$ cat config.mk
export PLATFORM = sky130hd
export DESIGN_NAME = regfile_dbg_ctrl
export DESIGN_NICKNAME = d
export VERILOG_FILES = /design/src/rtl/regfile_dbg_pkg.sv /design/src/rtl/regfile_dbg_ctrl.sv
export SDC_FILE = /design/constraint.sdc
export NUM_CORES = 1
export LEC_CHECK = 0
export CAP_MARGIN = 20
export CORE_MARGIN = 2
export CORE_UTILIZATION = 35
export DETAILED_ROUTE_END_ITERATION = 16
export HOLD_SLACK_MARGIN = 0.03
export PLACE_DENSITY = 0.72
export SLEW_MARGIN = 20
export SYNTH_ARGS = -nofsm -noshare
export SYNTH_HDL_FRONTEND = slang
export SYNTH_SLANG_ARGS = --single-unit
$ cat constraint.sdc
create_clock -name clk -period 2.78 [get_ports clk]
set_input_delay 0.278 -clock clk [delete_from_list [all_inputs] [get_ports clk]]
set_output_delay 0.278 -clock clk [all_outputs]
set_load 0.01 [all_outputs]
$ cat src/rtl/regfile_dbg_pkg.sv
// Shared types and default sizes for the register-file debug sequencer.
package regfile_dbg_pkg;

  localparam int REG_SEL_W     = 5;
  localparam int REG_DATA_W    = 32;
  localparam int NUM_ARCH_REGS = 32;

  typedef enum logic [2:0] {
    IDLE,
    HALT,
    SETTLE,
    LOAD,
    SEND,
    RESUME
  } state_t;

endpackage

$ cat src/rtl/regfile_dbg_ctrl.sv
// Debug sequencer: halts the core, lets writeback drain, walks the register
// file debug read port and streams each word over a valid/ready handshake.
module regfile_dbg_ctrl
  import regfile_dbg_pkg::*;
#(
  parameter int NUM_REGS   = NUM_ARCH_REGS,
  parameter int SEL_W      = REG_SEL_W,
  parameter int DATA_W     = REG_DATA_W,
  parameter int SETTLE_CYC = 2
) (
  input  logic              clk,
  input  logic              rst_n,
  input  logic              dump_req,
  input  logic              single_req,
  input  logic [SEL_W-1:0]  single_sel,
  output logic              clk_enable,
  output logic [SEL_W-1:0]  dbg_reg_sel,
  input  logic [DATA_W-1:0] dbg_reg_data,
  output logic              out_valid,
  input  logic              out_ready,
  output logic [DATA_W-1:0] out_data,
  output logic [SEL_W-1:0]  out_idx,
  output logic              out_last,
  output logic              busy,
  output logic              done
);

  localparam logic [SEL_W-1:0] LAST_IDX    = SEL_W'(NUM_REGS - 1);
  localparam logic [3:0]       SETTLE_LOAD = 4'(SETTLE_CYC - 1);

  state_t           state;
  logic [SEL_W-1:0] idx;
  logic [SEL_W-1:0] end_idx;
  logic [3:0]       settle_cnt;

  // Sequencer FSM; every output is a register so no input reaches an output
  // combinationally. dbg_reg_sel is updated on entry to LOAD so the register
  // file read data is already valid during the LOAD cycle.
  always_ff @(posedge clk or negedge rst_n) begin
    if (!rst_n) begin
      state       <= IDLE;
      idx         <= '0;
      end_idx     <= '0;
      settle_cnt  <= '0;
      clk_enable  <= 1'b1;
      dbg_reg_sel <= '0;
      out_valid   <= 1'b0;
      out_data    <= '0;
      out_idx     <= '0;
      out_last    <= 1'b0;
      busy        <= 1'b0;
      done        <= 1'b0;
    end else begin
      done <= 1'b0;
      unique case (state)
        IDLE: begin
          if (dump_req) begin
            idx        <= '0;
            end_idx    <= LAST_IDX;
            clk_enable <= 1'b0;
            busy       <= 1'b1;
            state      <= HALT;
          end else if (single_req) begin
            idx        <= single_sel;
            end_idx    <= single_sel;
            clk_enable <= 1'b0;
            busy       <= 1'b1;
            state      <= HALT;
          end
        end
        HALT: begin
          settle_cnt <= SETTLE_LOAD;
          state      <= SETTLE;
        end
        SETTLE: begin
          if (settle_cnt == '0) begin
            dbg_reg_sel <= idx;
            state       <= LOAD;
          end else begin
            settle_cnt <= settle_cnt - 4'd1;
          end
        end
        LOAD: begin
          out_data  <= dbg_reg_data;
          out_idx   <= idx;
          out_valid <= 1'b1;
          out_last  <= (idx == end_idx);
          state     <= SEND;
        end
        SEND: begin
          if (out_valid && out_ready) begin
            out_valid <= 1'b0;
            out_last  <= 1'b0;
            if (idx == end_idx) begin
              state <= RESUME;
            end else begin
              idx         <= idx + 1'b1;
              dbg_reg_sel <= idx + 1'b1;
              state       <= LOAD;
            end
          end
        end
        RESUME: begin
          clk_enable <= 1'b1;
          busy       <= 1'b0;
          done       <= 1'b1;
          state      <= IDLE;
        end
        default: state <= IDLE;
      endcase
    end
  end

endmodule

==> reports/qor.csv <==
stage,metric,value,unit
run_status,outcome,"complete, no violations",
layout,layout net count,359,
global_routing,GRT Util Overall,0.1501,
cts,setup bufs post-CTS,0,
cts,clk_lat worst skew,350,ps
sta,total negative setup slack,0,ps
setup_path,Setup Crit Path Kind,reg2reg,
routing,WL/cell,14.67,um
die,Rows,32,
cts,Clock Sinks,64,
pwr,cell leakage power,1.691,nW
sta,post-route setup slack,946.0,ps
global_routing,vias in the first global route,2087,
sta,Final setup violation count,0,
run,Max-cap violations,0,
cts,Num CTS Buffers,9,
setup_path,CP endpoint kind,register,
cts,CTS H-tree lvls,3,
min_path,Hold Crit Depth,2,
layout,non-filler instance count after layout,422,
routing,DRC,0,
setup_path,Worst Reg-to-Reg Cells,4,
layout,Fill cells,701,
global_routing,first-pass GRT wire length,10190,um
synthesis,Mapped Cells,223,
layout,share of post-route cells with drive strength above 1,0.2250,
sta,part of the cycle the worst path needs,0.6597,
cts,"CTS clk-pin slew, worst paths",80,ps
place,cell area after placement,3780,um2
die,die width,93.83,um
routing,"antenna viol nets, final",0,
sta,unrepaired setup endpoints after global routing,no,
die,Core ar.,7767,um2
synthesis,Synth Net Count,267,
pwr,power per cell area,1177,nW/um2
routing,WL final,6191,um
sta,Fmax,545.2,MHz
cts,Root Driver,clkbuf_8,
pwr,VDD IR max,0.5067,mV
synthesis,Synth cell types,43,
synthesis,Synth warnings,0,
global_routing,total global routing overflow,0,
layout,P&R area growth vs syn,41.16,%
synthesis,sequential-to-total area share from yosys stat,0.5676,
setup_path,Required @ worst endpoint,3010,ps
routing,vias,2021,
die,Initial Util,0.3636,
place,RD Place Congestion,0.7576,
die,die height,93.83,um
die,IO Pins,89,
sta,Tmin final,1834,ps
routing,Initial DRC Count,99,
place,Port-buffer cells,88,
place,post-placement setup slack,920.4,ps
setup_path,CP arrival,2060,ps
global_routing,largest net degree at the start of global routing,42,
synthesis,syn avg cell area,12.66,um2
place,HPWL after detailed placement,4312,um
routing,drt via density,4.789,
min_path,worst hold path class,reg2reg,
sta,pin slew with the least headroom to its limit,769.9,ps
synthesis,Synth Register Bits,64,
synthesis,Syn Std Cell Area,2824,um2
global_routing,initial antenna violation count,0,
cts,maximum clock insertion buffer count,2,
sta,Slew HR,0.4868,
sta,Final Hold Viols,0,
layout,diode count,0,
sta,Clock Skews,13.58,ps
setup_path,critical-path maximum fanout,10,
sta,"Slew Viols, Final",0,
setup_path,critical path launch point type,register,
routing,TritonRoute pass-1 iters,4,
cts,CTS tree,done,
place,Inst Count DP,405,
layout,post-route cell area,3986,um2
die,die footprint,8803,um2
==> routing by layer <==
layer,global-route usage,up-vias,wire length [um]
met2,0.2286,70,2854
met3,0.07544,10,609
li1,-,959,-
met5,0,-,0
met4,0.04710,0,85
met1,0.1861,982,2642
==> cells by family after synthesis <==
| kind of cell | Yosys count | synth area share |
|---|---|---|
| AOI/OAI and AO/OA | 31 | 0.07931 |
| buffers and inverters | 15 | 0.03012 |
| and+or+nand+nor | 58 | 0.1032 |
| muxes | 42 | 0.1741 |
| DFF | 64 | 0.5676 |
| xor gates and xnor gates | 11 | 0.03678 |
| adders and majority gates | 2 | 0.008860 |
==> registers in the layout, summed over array words and instances, names as in the netlist <==
signal / count
out_data: 32
dbg_reg_sel: 5
end_idx: 5
idx: 5
out_idx: 5
settle_cnt: 4
state: 3
busy: 1
clk_enable: 1
done: 1
out_last: 1
out_valid: 1
==> critical path, cell delays in order, from the launching register on <==
cell     delay (ps)
dfrtp_1         480
nor3b_2         590
nand2_1         210
xnor2_1         180
mux2_4          260
==> stage by stage <==
stage                     hold slack, ps  power [mW]    util
final                              464.3       4.693  0.5132
after global routing               508.1       5.030  0.5132
after CTS                          465.4       4.749  0.5132
after detailed placement           401.8       3.922  0.4866
after global placement             398.6       3.882  0.4866
after floorplan                   -17.59       2.974       -
==> final timing paths <==
| path | endpoint | from | slack (ps) |
|---|---|---|---|
| worst min-delay path | clk_enable | clk_enable | 460 |
| worst max register to register | dbg_reg_sel[4] | state[0] | 950 |
| worst min register to register | clk_enable | clk_enable | 460 |
| worst max-delay path | dbg_reg_sel[4] | state[0] | 950 |
| max in group asynchronous | out_data[4] | rst_n | 1500 |
| min in group asynchronous | idx[2] | rst_n | 540 |
==> report_power, final <==
group          internal (mW)  leakage (nW)  switching (mW)
registers               1.39         0.765           0.336
logic                   1.30         0.831           0.869
clock network          0.413        0.0952           0.387
total                   3.10          1.69            1.59
==> synth_stat cells <==
master,number,share of area
nand3_1,4,0.0071
o22ai_2,1,0.0044
and3_1,2,0.0044
dfstp_2,1,0.0093
o21ai_0,9,0.016
nand2_1,22,0.029
nor3b_2,1,0.0044
nor3_1,4,0.0071
mux2_4,5,0.027
xor2_1,1,0.0031
o21ai_2,1,0.0031
ha_1,2,0.0089
dfrtp_1,63,0.56
nor3b_1,2,0.0053
a211o_1,1,0.0031
xnor2_2,1,0.0058
a2bb2oi_1,2,0.0062
or2_2,1,0.0022
o31a_4,1,0.0062
a22oi_1,1,0.0027
nor2b_1,2,0.0044
o21a_4,1,0.0053
inv_1,4,0.0053
nand2b_1,2,0.0044
o31ai_1,1,0.0027
or3_1,2,0.0044
nor4_2,1,0.0044
a311oi_1,1,0.0031
o22ai_1,1,0.0022
a22o_1,1,0.0031
mux2_2,37,0.15
buf_6,3,0.012
xnor2_1,9,0.028
buf_2,5,0.0089
or2_1,2,0.0044
o2bb2ai_1,2,0.0062
o21ai_1,3,0.0053
or3b_4,1,0.0040
clkbuf_1,3,0.0040
a21oi_1,4,0.0071
nand3b_1,1,0.0027
o21bai_1,1,0.0027
nor2_1,11,0.015
==> layout by cell type (no fill, tap or decap), types with 3 or more instances in the layout <==
cell type / instances
mux2_2: 37
clkbuf_8: 9
inv_1: 4
nand2_1: 22
nor3_1: 4
nand3_1: 4
a21oi_1: 4
mux2_4: 5
buf_4: 3
nor2_1: 11
xnor2_1: 9
clkdlybuf4s50_1: 87
o21ai_1: 3
dfrtp_1: 63
o21ai_0: 9
==> what timing repair did <==
action                                 4_1_cts  5_1_grt
hold buffers                                 1        0
resized for setup                            0        0
endpoints found under the hold margin        2        0
==> cell type report <==
class / count / area, um2 / share of cell area
sequential: 64 / 1603 / 0.4021
multi-input combinational: 144 / 1136 / 0.2850
timing repair buffer: 92 / 908.4 / 0.2279
tap: 102 / 127.6 / 0.03201
clock buffer: 9 / 123.9 / 0.03107
clock inverter: 7 / 72.57 / 0.01820
inverter: 4 / 15.01 / 0.003766
No activity file was read; power rests on OpenSTA's default activity.
